$ cat config.mk
export PLATFORM = sky130hd
export DESIGN_NAME = adc_frame_packer
export DESIGN_NICKNAME = d
export VERILOG_FILES = /design/src/rtl/adc_frame_pkg.sv /design/src/rtl/sync_2ff.sv /design/src/rtl/adc_frame_packer.sv
export SDC_FILE = /design/constraint.sdc
export NUM_CORES = 1
export LEC_CHECK = 0
export ABC_AREA = 1
export CAP_MARGIN = 5
export CELL_PAD_IN_SITES_DETAIL_PLACEMENT = 1
export CELL_PAD_IN_SITES_GLOBAL_PLACEMENT = 2
export CORE_ASPECT_RATIO = 1.25
export CORE_UTILIZATION = 32
export DETAILED_ROUTE_END_ITERATION = 16
export PLACE_DENSITY_LB_ADDON = 0.1
export SLEW_MARGIN = 20
export SYNTH_ARGS = -nofsm -noshare
export SYNTH_HDL_FRONTEND = slang
export SYNTH_SLANG_ARGS = --single-unit
$ cat constraint.sdc
create_clock -name clk -period 1.63 [get_ports clk]
set_input_delay 0.2445 -clock clk [delete_from_list [all_inputs] [get_ports clk]]
set_output_delay 0.2445 -clock clk [all_outputs]
set_load 0.005 [all_outputs]
$ cat src/rtl/adc_frame_pkg.sv
// Shared types and constants for the ADC frame packer.
// FRAME_CHECKSUM_EN selects the 4-byte (checksummed) frame; undefined gives 3 bytes.
package adc_frame_pkg;

    typedef enum logic [1:0] {
        IDLE = 2'd0,
        SEND = 2'd1,
        DONE = 2'd2
    } state_e;

    localparam logic [7:0]  SYNC_BYTE     = 8'hA5;
    localparam int unsigned FRAME_LEN_MAX = 4;
    localparam int unsigned IDX_W         = $clog2(FRAME_LEN_MAX);

    localparam int unsigned SEQ_MSB  = 7;
    localparam int unsigned SEQ_LSB  = 3;
    localparam int unsigned CHAN_MSB = 2;
    localparam int unsigned CHAN_LSB = 0;

`ifdef FRAME_CHECKSUM_EN
    localparam logic [IDX_W-1:0] LAST_IDX = IDX_W'(3);
`else
    localparam logic [IDX_W-1:0] LAST_IDX = IDX_W'(2);
`endif

    function automatic logic [7:0] make_header(input logic [4:0] seq, input logic [2:0] chan);
        logic [7:0] h;
        h = '0;
        h[SEQ_MSB:SEQ_LSB]   = seq;
        h[CHAN_MSB:CHAN_LSB] = chan;
        return h;
    endfunction

endpackage

$ cat src/rtl/sync_2ff.sv
// Generic two-flop synchronizer with asynchronous active-low reset (flops clear to 0).
module sync_2ff #(
    parameter int unsigned WIDTH = 1
) (
    input  logic             clk,
    input  logic             rst_n,
    input  logic [WIDTH-1:0] d,
    output logic [WIDTH-1:0] q
);

    logic [WIDTH-1:0] meta_q, meta_d;
    logic [WIDTH-1:0] sync_q, sync_d;

    always_comb begin
        meta_d = d;
        sync_d = meta_q;
    end

    always_ff @(posedge clk or negedge rst_n) begin
        if (!rst_n) begin
            meta_q <= '0;
            sync_q <= '0;
        end else begin
            meta_q <= meta_d;
            sync_q <= sync_d;
        end
    end

    assign q = sync_q;

endmodule

$ cat src/rtl/adc_frame_packer.sv
// Packs ADC samples into SYNC/header/data[/checksum] byte frames for a UART transmitter.
// Checksum byte is built only when FRAME_CHECKSUM_EN is defined.
module adc_frame_packer
    import adc_frame_pkg::*;
(
    input  logic       clk,
    input  logic       rst_n,
    input  logic       sample_valid,
    input  logic [7:0] sample_data,
    input  logic [2:0] sample_chan,
    input  logic       tx_ready,
    output logic       tx_send,
    output logic [7:0] tx_data,
    output logic       busy,
    output logic [7:0] overrun_count
);

    state_e           state_q, state_d;
    logic [IDX_W-1:0] idx_q, idx_d;
    logic [4:0]       seq_q, seq_d;
    logic [7:0]       tx_data_q, tx_data_d;
    logic [7:0]       frame_data_q, frame_data_d;
    logic [2:0]       frame_chan_q, frame_chan_d;
    logic             pend_q, pend_d;
    logic [7:0]       hold_data_q, hold_data_d;
    logic [2:0]       hold_chan_q, hold_chan_d;
    logic [7:0]       overrun_q, overrun_d;

    logic             tx_ready_s;
    logic             transfer;
    logic [IDX_W-1:0] nxt_idx;
    logic [7:0]       header;
    logic [7:0]       next_byte;

    sync_2ff #(
        .WIDTH (1)
    ) u_ready_sync (
        .clk   (clk),
        .rst_n (rst_n),
        .d     (tx_ready),
        .q     (tx_ready_s)
    );

    // Byte that follows the current one; header uses the frame's own seq value.
    always_comb begin
        nxt_idx   = idx_q + IDX_W'(1);
        header    = make_header(seq_q, frame_chan_q);
        next_byte = SYNC_BYTE;
        case (nxt_idx)
            IDX_W'(1): next_byte = header;
            IDX_W'(2): next_byte = frame_data_q;
`ifdef FRAME_CHECKSUM_EN
            IDX_W'(3): next_byte = 8'd0 - (header + frame_data_q);
`endif
            default:   next_byte = SYNC_BYTE;
        endcase
    end

    always_comb begin
        state_d      = state_q;
        idx_d        = idx_q;
        seq_d        = seq_q;
        tx_data_d    = tx_data_q;
        frame_data_d = frame_data_q;
        frame_chan_d = frame_chan_q;
        pend_d       = pend_q;
        hold_data_d  = hold_data_q;
        hold_chan_d  = hold_chan_q;
        overrun_d    = overrun_q;
        transfer     = 1'b0;

        case (state_q)
            IDLE: begin
                if (pend_q) begin
                    transfer     = 1'b1;
                    frame_data_d = hold_data_q;
                    frame_chan_d = hold_chan_q;
                    idx_d        = '0;
                    tx_data_d    = SYNC_BYTE;
                    state_d      = SEND;
                end
            end
            SEND: begin
                if (!tx_ready_s) begin
                    state_d = DONE;
                end
            end
            DONE: begin
                if (tx_ready_s) begin
                    if (idx_q == LAST_IDX) begin
                        seq_d   = seq_q + 5'd1;
                        state_d = IDLE;
                    end else begin
                        idx_d     = nxt_idx;
                        tx_data_d = next_byte;
                        state_d   = SEND;
                    end
                end
            end
            default: state_d = IDLE;
        endcase

        // A transfer frees the holding register in the same cycle a new sample may land in it.
        if (transfer) begin
            pend_d = 1'b0;
        end
        if (sample_valid) begin
            if (pend_q && !transfer) begin
                if (overrun_q != '1) begin
                    overrun_d = overrun_q + 8'd1;
                end
            end else begin
                pend_d      = 1'b1;
                hold_data_d = sample_data;
                hold_chan_d = sample_chan;
            end
        end
    end

    always_ff @(posedge clk or negedge rst_n) begin
        if (!rst_n) begin
            state_q      <= IDLE;
            idx_q        <= '0;
            seq_q        <= '0;
            tx_data_q    <= '0;
            frame_data_q <= '0;
            frame_chan_q <= '0;
            pend_q       <= 1'b0;
            hold_data_q  <= '0;
            hold_chan_q  <= '0;
            overrun_q    <= '0;
        end else begin
            state_q      <= state_d;
            idx_q        <= idx_d;
            seq_q        <= seq_d;
            tx_data_q    <= tx_data_d;
            frame_data_q <= frame_data_d;
            frame_chan_q <= frame_chan_d;
            pend_q       <= pend_d;
            hold_data_q  <= hold_data_d;
            hold_chan_q  <= hold_chan_d;
            overrun_q    <= overrun_d;
        end
    end

    assign tx_send       = (state_q == SEND);
    assign tx_data       = tx_data_q;
    assign busy          = (state_q != IDLE) | pend_q;
    assign overrun_count = overrun_q;

endmodule

==> reports/metrics.yaml <==
floorplan:
  die_x_um: 79.6
  rows: 35
  initial_core_util_pct: 32.9
  die_h_um: 98.9
  ios: 33
  dieArea_sq_um: 7870
  core_area_sq_um: 7310
power:
  leakagePower_nw: 1.48
  power_frac_comb_pct: 40.3
  power_density_nw_per_um2: 1570
  sw_frac_of_total_pct: 37.7
  ir_drop_mv: 0.576
  seqPwrFrac_pct: 41.3
  power.switching_w: 0.00179
  clkPwrFrac_pct: 18.4
  p_int_w: 0.00295
finish:
  antennaDiodeCount: 0
  fill_cells: 870
  nNetsFinal: 359
  drive_gt1_share_pct: 11.8
  fin_area_sq_um: 3020
  syn2layout_area_growth_pct: 25.5
sta:
  relSlewSlack_pct: 81.4
  hold_violations: 0
  min_period_over_period_pct: 96.2
  final.min_clock_period_ns: 1.57
  tightest_slew_ns: 0.279
  setup_viol: 0
  setup_ws_ns: 0.0625
  finalMaxSlewViolations: 0
  clock.fmax_ghz: 0.638
  skew_ns: 0.00606
placement:
  hpwl_um: 3970
  pre_cts_ws_ns: 0.166
  portBuffers: 32
  gp_congestion: 0.714
  post_dp_cell_area_sq_um: 2850
yosys:
  avgSynthCellArea_sq_um: 8.13
  synthTopCellsByArea: "dfrtp_1 52%, nand2_1 20%, nand3_1 6.4%, nor2_1 3.0%, inv_1 2.8%"
  synth-simple-area-share_pct: 33.6
  synthDistinctLibCells: 25
  synth_top_area_cell: "dfrtp_1"
  yosysWarnings: 0
  synth_mux_area_share_pct: 0
  netlist_instances: 296
  synth-main-ff-cell: "dfrtp_1"
  synth_xor_area_share_pct: 2.18
  synth_seq_cells: 50
  synth_edf_count: 0
  synth_fp_nets: 316
  synth_top_family_by_area: "simple AND/OR/NAND/NOR gates"
  synth_most_common_cell: "nand2_1"
  synthTopCellsByCount: "126 x nand2_1, 50 x dfrtp_1, 31 x nand3_1"
  synthesis.area_sq_um: 2410
  synth_compound_area_share_pct: 3.74
  synthAdderAreaFrac_pct: 2.60
  synth_top_area_share_pct: 52.0
  ys_seq_area_share_pct: 52.0
  async_reset_ff_share_pct: 100
clock_network:
  numClockSinks: 50
  numCtsBuffers: 5
  clk_root_buffer_cell: "clkbuf_8"
  cts-htree-levels: 2
  tritoncts: "built"
  clockBufferDepth: 2
  clkSlewWorstSetupHoldPaths_ns: 0.09
  clk_latency_ns: 0.30
drt:
  routed_wirelength_um: 5410
  vias: 1944
  initialDrtViolationCount: 66
  dr.pass1.iters: 4
  drc: 0
  viasPerCell: 4.50
  wl_per_cell_um: 12.5
  ant_nets: 0
global_routing:
  grt_pass1_wl_um: 9450
  gr-total-overflow: 0
  grt_max_degree: 51
  antenna_found_initial: 0
  grt_pass1_vias: 1974
  grtUsageTotal_pct: 15.3
critical_path:
  path_delay_family: "buffers and inverters"
  slowest_delay_ns: 0.43
  worstPathCellList: "buf_4, buf_4, nor2_4, dlygate4sd2_1"
  cp_common_cell: "buf_4"
  path_buf_inv: 3
  end_kind: "output pin"
  critPathSlowestCell: "dfrtp_2"
  required_ns: 1.39
  crit_type: "register to output pin"
  path_max_fanout: 3
  arrival_ns: 1.32
  startpoint_type: "register"
run:
  cap_violations: 0
outcome:
  status: "completed"
hold_path:
  hp-class: "register to register"
cell families (layout without fill, tap and decap cells):
logic type	Yosys count	in the layout
simple gates	189	189
flops	50	50
buf+inv	31	75
compound gates	15	15
xor+xnor	6	6
fa+ha+maj	5	5
worst register-to-register path: stages (launching register included):
cell and delay, ns:
dfrtp_2 0.43, buf_4 0.14, buf_4 0.13, nand2_2 0.19, o21ai_2 0.09, nand2_2 0.19
o21ai_0 0.14
repair_timing:
action                                  4_1_cts  5_1_grt
endpoints found under the setup margin        2       10
endpoints found under the hold margin        50        0
gates resized for setup                       7        1
buffers inserted                              3        1
pin swaps                                     1        0
hold buffers                                  1        0
stage by stage:
stage | cells | total power, W | util (%) | hold WS (ns) | TNS, ns
6_report | 432 | 0.00473 | 41.3 | 0.365 | 0
3_5_place_dp | 419 | 0.00386 | 39.0 | 0.261 | 0
5_1_grt | 432 | 0.00517 | 41.3 | 0.377 | -0.000509
2_1_floorplan | 296 | 0.00313 | - | -0.0511 | 0
3_3_place_gp | 419 | 0.00381 | 39.0 | 0.260 | 0
4_1_cts | 431 | 0.00483 | 41.2 | 0.361 | 0
power groups by stage:
stage / logic [W] / clock network [W] / registers [W]
final: 0.00191 / 0.000871 / 0.00195
after global routing: 0.00219 / 0.000956 / 0.00202
after CTS: 0.00194 / 0.000922 / 0.00197
after detailed placement: 0.00188 / 0 / 0.00198
after global placement: 0.00184 / 0 / 0.00197
after floorplan: 0.00120 / 0 / 0.00193
cell usage in the layout (no fill, tap or decap), types with 2 or more instances in the layout:
cell type        instances
xnor2_1                  3
nor2_1                  17
nand3_2                  2
o21ai_0                  5
nand2_1                125
xor2_1                   3
nand3_1                 31
nand2_2                  4
dfrtp_1                 49
nor2_4                   5
inv_1                   18
buf_4                   12
inv_2                    3
dlygate4sd2_1            2
clkbuf_8                 5
ha_1                     5
clkdlybuf4s50_1         29
a21oi_1                  8
cell type report:
type	count	area (sq um)	share of cell area [%]
clock inverters	2	37.5	1.24
clock buffers	6	72.6	2.40
repair buffers	46	433	14.3
inverters	21	78.8	2.61
well taps	92	115	3.81
multi-input cells	215	1030	34.1
flip-flops and latches	50	1250	41.5
final timing paths:
check,startpoint,end,slack (ns),depth (start not counted)
max in group asynchronous,rst_n,state_q[1],0.93,3
worst max-delay path,state_q[1],tx_send,0.06,4
min in group asynchronous,rst_n,frame_data_q[4],0.45,3
worst min-delay path,u_ready_sync.meta_q,u_ready_sync.q,0.37,0
worst max register to register,state_q[1],state_q[0],0.20,6
worst min register to register,u_ready_sync.meta_q,u_ready_sync.q,0.37,0
routing by layer:
layer	GRT usage [%]	routed length [um]	vias up
met4	4.90	102	0
li1	-	-	1001
met5	0	0	-
met3	2.78	134	8
met2	26.2	2680	30
met1	19.3	2490	905
registers in the layout (all words and copies together) (netlist names), 2 cells and up:
name and cells:
overrun_count 8, frame_data_q 8, frame_chan_q 3, state_q 2, idx_q 2, seq_q 5, tx_data 8, hold_chan_q 3
hold_data_q 8
Power figures use the tool's default switching activity.
==> edit, RTL diff (config.mk and constraints unchanged) <==
The 3 states of `state_e` get a one-hot encoding in 3 bits.
--- a/src/rtl/adc_frame_pkg.sv
+++ b/src/rtl/adc_frame_pkg.sv
@@ -2,10 +2,10 @@
 // FRAME_CHECKSUM_EN selects the 4-byte (checksummed) frame; undefined gives 3 bytes.
 package adc_frame_pkg;
 
-    typedef enum logic [1:0] {
-        IDLE = 2'd0,
-        SEND = 2'd1,
-        DONE = 2'd2
+    typedef enum logic [2:0] {
+        IDLE = 3'b001,
+        SEND = 3'b010,
+        DONE = 3'b100
     } state_e;
 
     localparam logic [7:0]  SYNC_BYTE     = 8'hA5;
Formal check against the unedited RTL: same outputs for any inputs over 10 cycles, from zero or initial values and one cycle with rst_n low; not proved beyond that.
==> edit against the unedited design <==
Sequential power grew 4%. Critical path depth fell by 3. Synthesized area grew 1.8%. Non-clock buffer count shrank 4. Sequential cell count is 1 higher. Register-to-register slack got worse by 0.06 ns. Power grew 8.3%. Wire length is 1.0% lower. Die area rose by 1.8%. Final area up 2.4%. Setup slack improved by 0.011 ns. Largest power group is now combinational logic. Highest routed layer unchanged.
==> edit: results (changes against the unedited design) <==
- CP delay by family, top: buffers and inverters (unchanged)
- R2R Path Start: idx_q[0]$_DFFE_PN0P_ (was state_q[1]$_DFFE_PN0P_)
- Vias in the first global route: 2028 (was 1974)
- Slowest-stage cell, CP: clkdlybuf4s50_1 (was dfrtp_2)
- H-tree levels: 2 (unchanged)
- Slowest stage delay, CP: 0.54 ns (was 0.43 ns)
- Seq/Total Area, Yosys: 52.1% (was 52.0%)
- Least-Margin Pin Slew: 0.369 ns (was 0.279 ns)
- RR Endpoint: tx_data[0]$_DFFE_PN0P_ (was state_q[0]$_DFFE_PN0P_)
- Synth cell types: 26 (was 25)
- Root Buffer: clkbuf_8 (unchanged)
- Bufs on Longest Clock Path: 2 (unchanged)
- Synth area leaders: dfrtp_1 51%, nand2_1 15%, inv_1 5.4% (was dfrtp_1 52%, nand2_1 20%, nand3_1 6.4%)
- Maximum VDD drop: 0.685 mV (was 0.576 mV)
- Worst hold slack: 0.366 ns (was 0.365 ns)
- Ys Warns: 0 (unchanged)
- Dpl hpwl: 3.81 mm (was 3.97 mm)
- Num CTS Buffers: 5 (unchanged)
- Clock transition at path regs: 0.10 ns
- Primary FF master, synth: dfrtp_1 (unchanged)
- CP Launch Point: overrun_count[2]$_DFFE_PN0P_ (was state_q[1]$_DFFE_PN0P_)
- DR pass1 iterations: 4 (unchanged)
- Via count: 1933 (was 1944)
- Clk_lat worst skew: 0.30 ns (about the same)
- Status: completed (unchanged)
- DRT iter0 DRCs: 41 (was 66)
- Max-cap viol count: 0 (unchanged)
- Lkg Pwr: 1.53 nW (was 1.48 nW)
- IO buf count: 32 (unchanged)
- Share of layout cells above drive strength 1: 11.2% (was 11.8%)
- Total Routing Usage GR: 15.6% (was 15.3%)
- # fillers: 883 (was 870)
- N_diodes: 0 (unchanged)
- CP Max Fanout: 6 (was 3)
- R2R Setup Slk: 0.14 ns (was 0.20 ns)
- Most frequent cells after synthesis: 98 x nand2_1, 50 x dfrtp_1, 35 x inv_1, 25 x nand3_1, 17 x nor2_1 (was 126 x nand2_1, 50 x dfrtp_1, 31 x nand3_1, 19 x nor2_1, 18 x inv_1)
- Nets: 358 (was 359)
- DRT Wirelength: 5.35 mm (was 5.41 mm)
- Gpl congestion: 0.729 (was 0.714)
- Clk_skew: 0.00433 ns (was 0.00606 ns)
- Worst min path class: reg -> reg (unchanged)
- Post-Syn Nets: 317 (was 316)
- First-pass GRT wire length: 9.69 mm (was 9.45 mm)
- Largest net degree at the start of global routing: 52 (was 51)
- CP arrival: 1.31 ns
## edit: cells by family (layout without fill, tap and decap cells)
| family | after synthesis | count (layout) | share of synthesized area (%) |
|---|---|---|---|
| simple gates | 155 | 155 | 28.3 |
| flops | 51 | 51 | 52.1 |
| buf+inv | 46 | 88 | 7.71 |
| compound gates | 33 | 33 | 6.74 |
| xor+xnor | 7 | 7 | 2.50 |
| fa+ha+maj | 5 | 5 | 2.55 |
## edit: stage by stage
step,utilization (%),cells,area [sq um],setup WS (ns)
finish,41.8,431,3090,0.0732
floorplan,-,297,2450,0.257
detailed placement,39.2,419,2900,0.112
CTS,41.6,431,3080,0.0465
global route,41.8,431,3090,0.0171
global placement,39.2,419,2900,0.107
## edit: worst max path at each step
stage,endpoint,slack (ns),cells past startpoint
floorplan,tx_data[0]$_DFFE_PN0P_,0.26,7
finish,overrun_count[2],0.07,1
global route,busy,0.02,4
CTS,overrun_count[5],0.05,1
global placement,tx_send,0.11,3
detailed placement,tx_send,0.11,3
## edit: what timing repair did
item                                   in CTS  in global routing
pin swaps                                   1                  1
buffers inserted                            3                  0
hold buffers                                1                  0
gates resized for setup                     5                  4
endpoints found under the hold margin      50                  0
setup endpoints to repair                   2                 21
## edit: per-layer routing
| metal | GRT usage, % | up-vias | part of all wire (%) |
|---|---|---|---|
| met2 | 26.2 | 28 | 47 |
| met4 | 4.12 | 0 | 0.95 |
| li1 | - | 1008 | - |
| met3 | 2.73 | 4 | 2.2 |
| met1 | 20.7 | 893 | 50 |
| met5 | 0 | - | 0 |
## edit: layout make-up
type / instances / share of cell area [%]
clock buffers: 5 / 2.23
flip-flops and latches: 51 / 41.4
well taps: 92 / 3.72
inverters: 38 / 4.61
repair buffers: 42 / 13.5
multi-input cells: 200 / 32.4
clock inverters: 3 / 2.19
## edit: power by group
part | internal [mW] | leakage (nW) | switching (mW)
registers | 1.73 | 0.623 | 0.291
logic | 0.887 | 0.840 | 1.16
clock network | 0.612 | 0.0644 | 0.446
total | 3.23 | 1.53 | 1.90
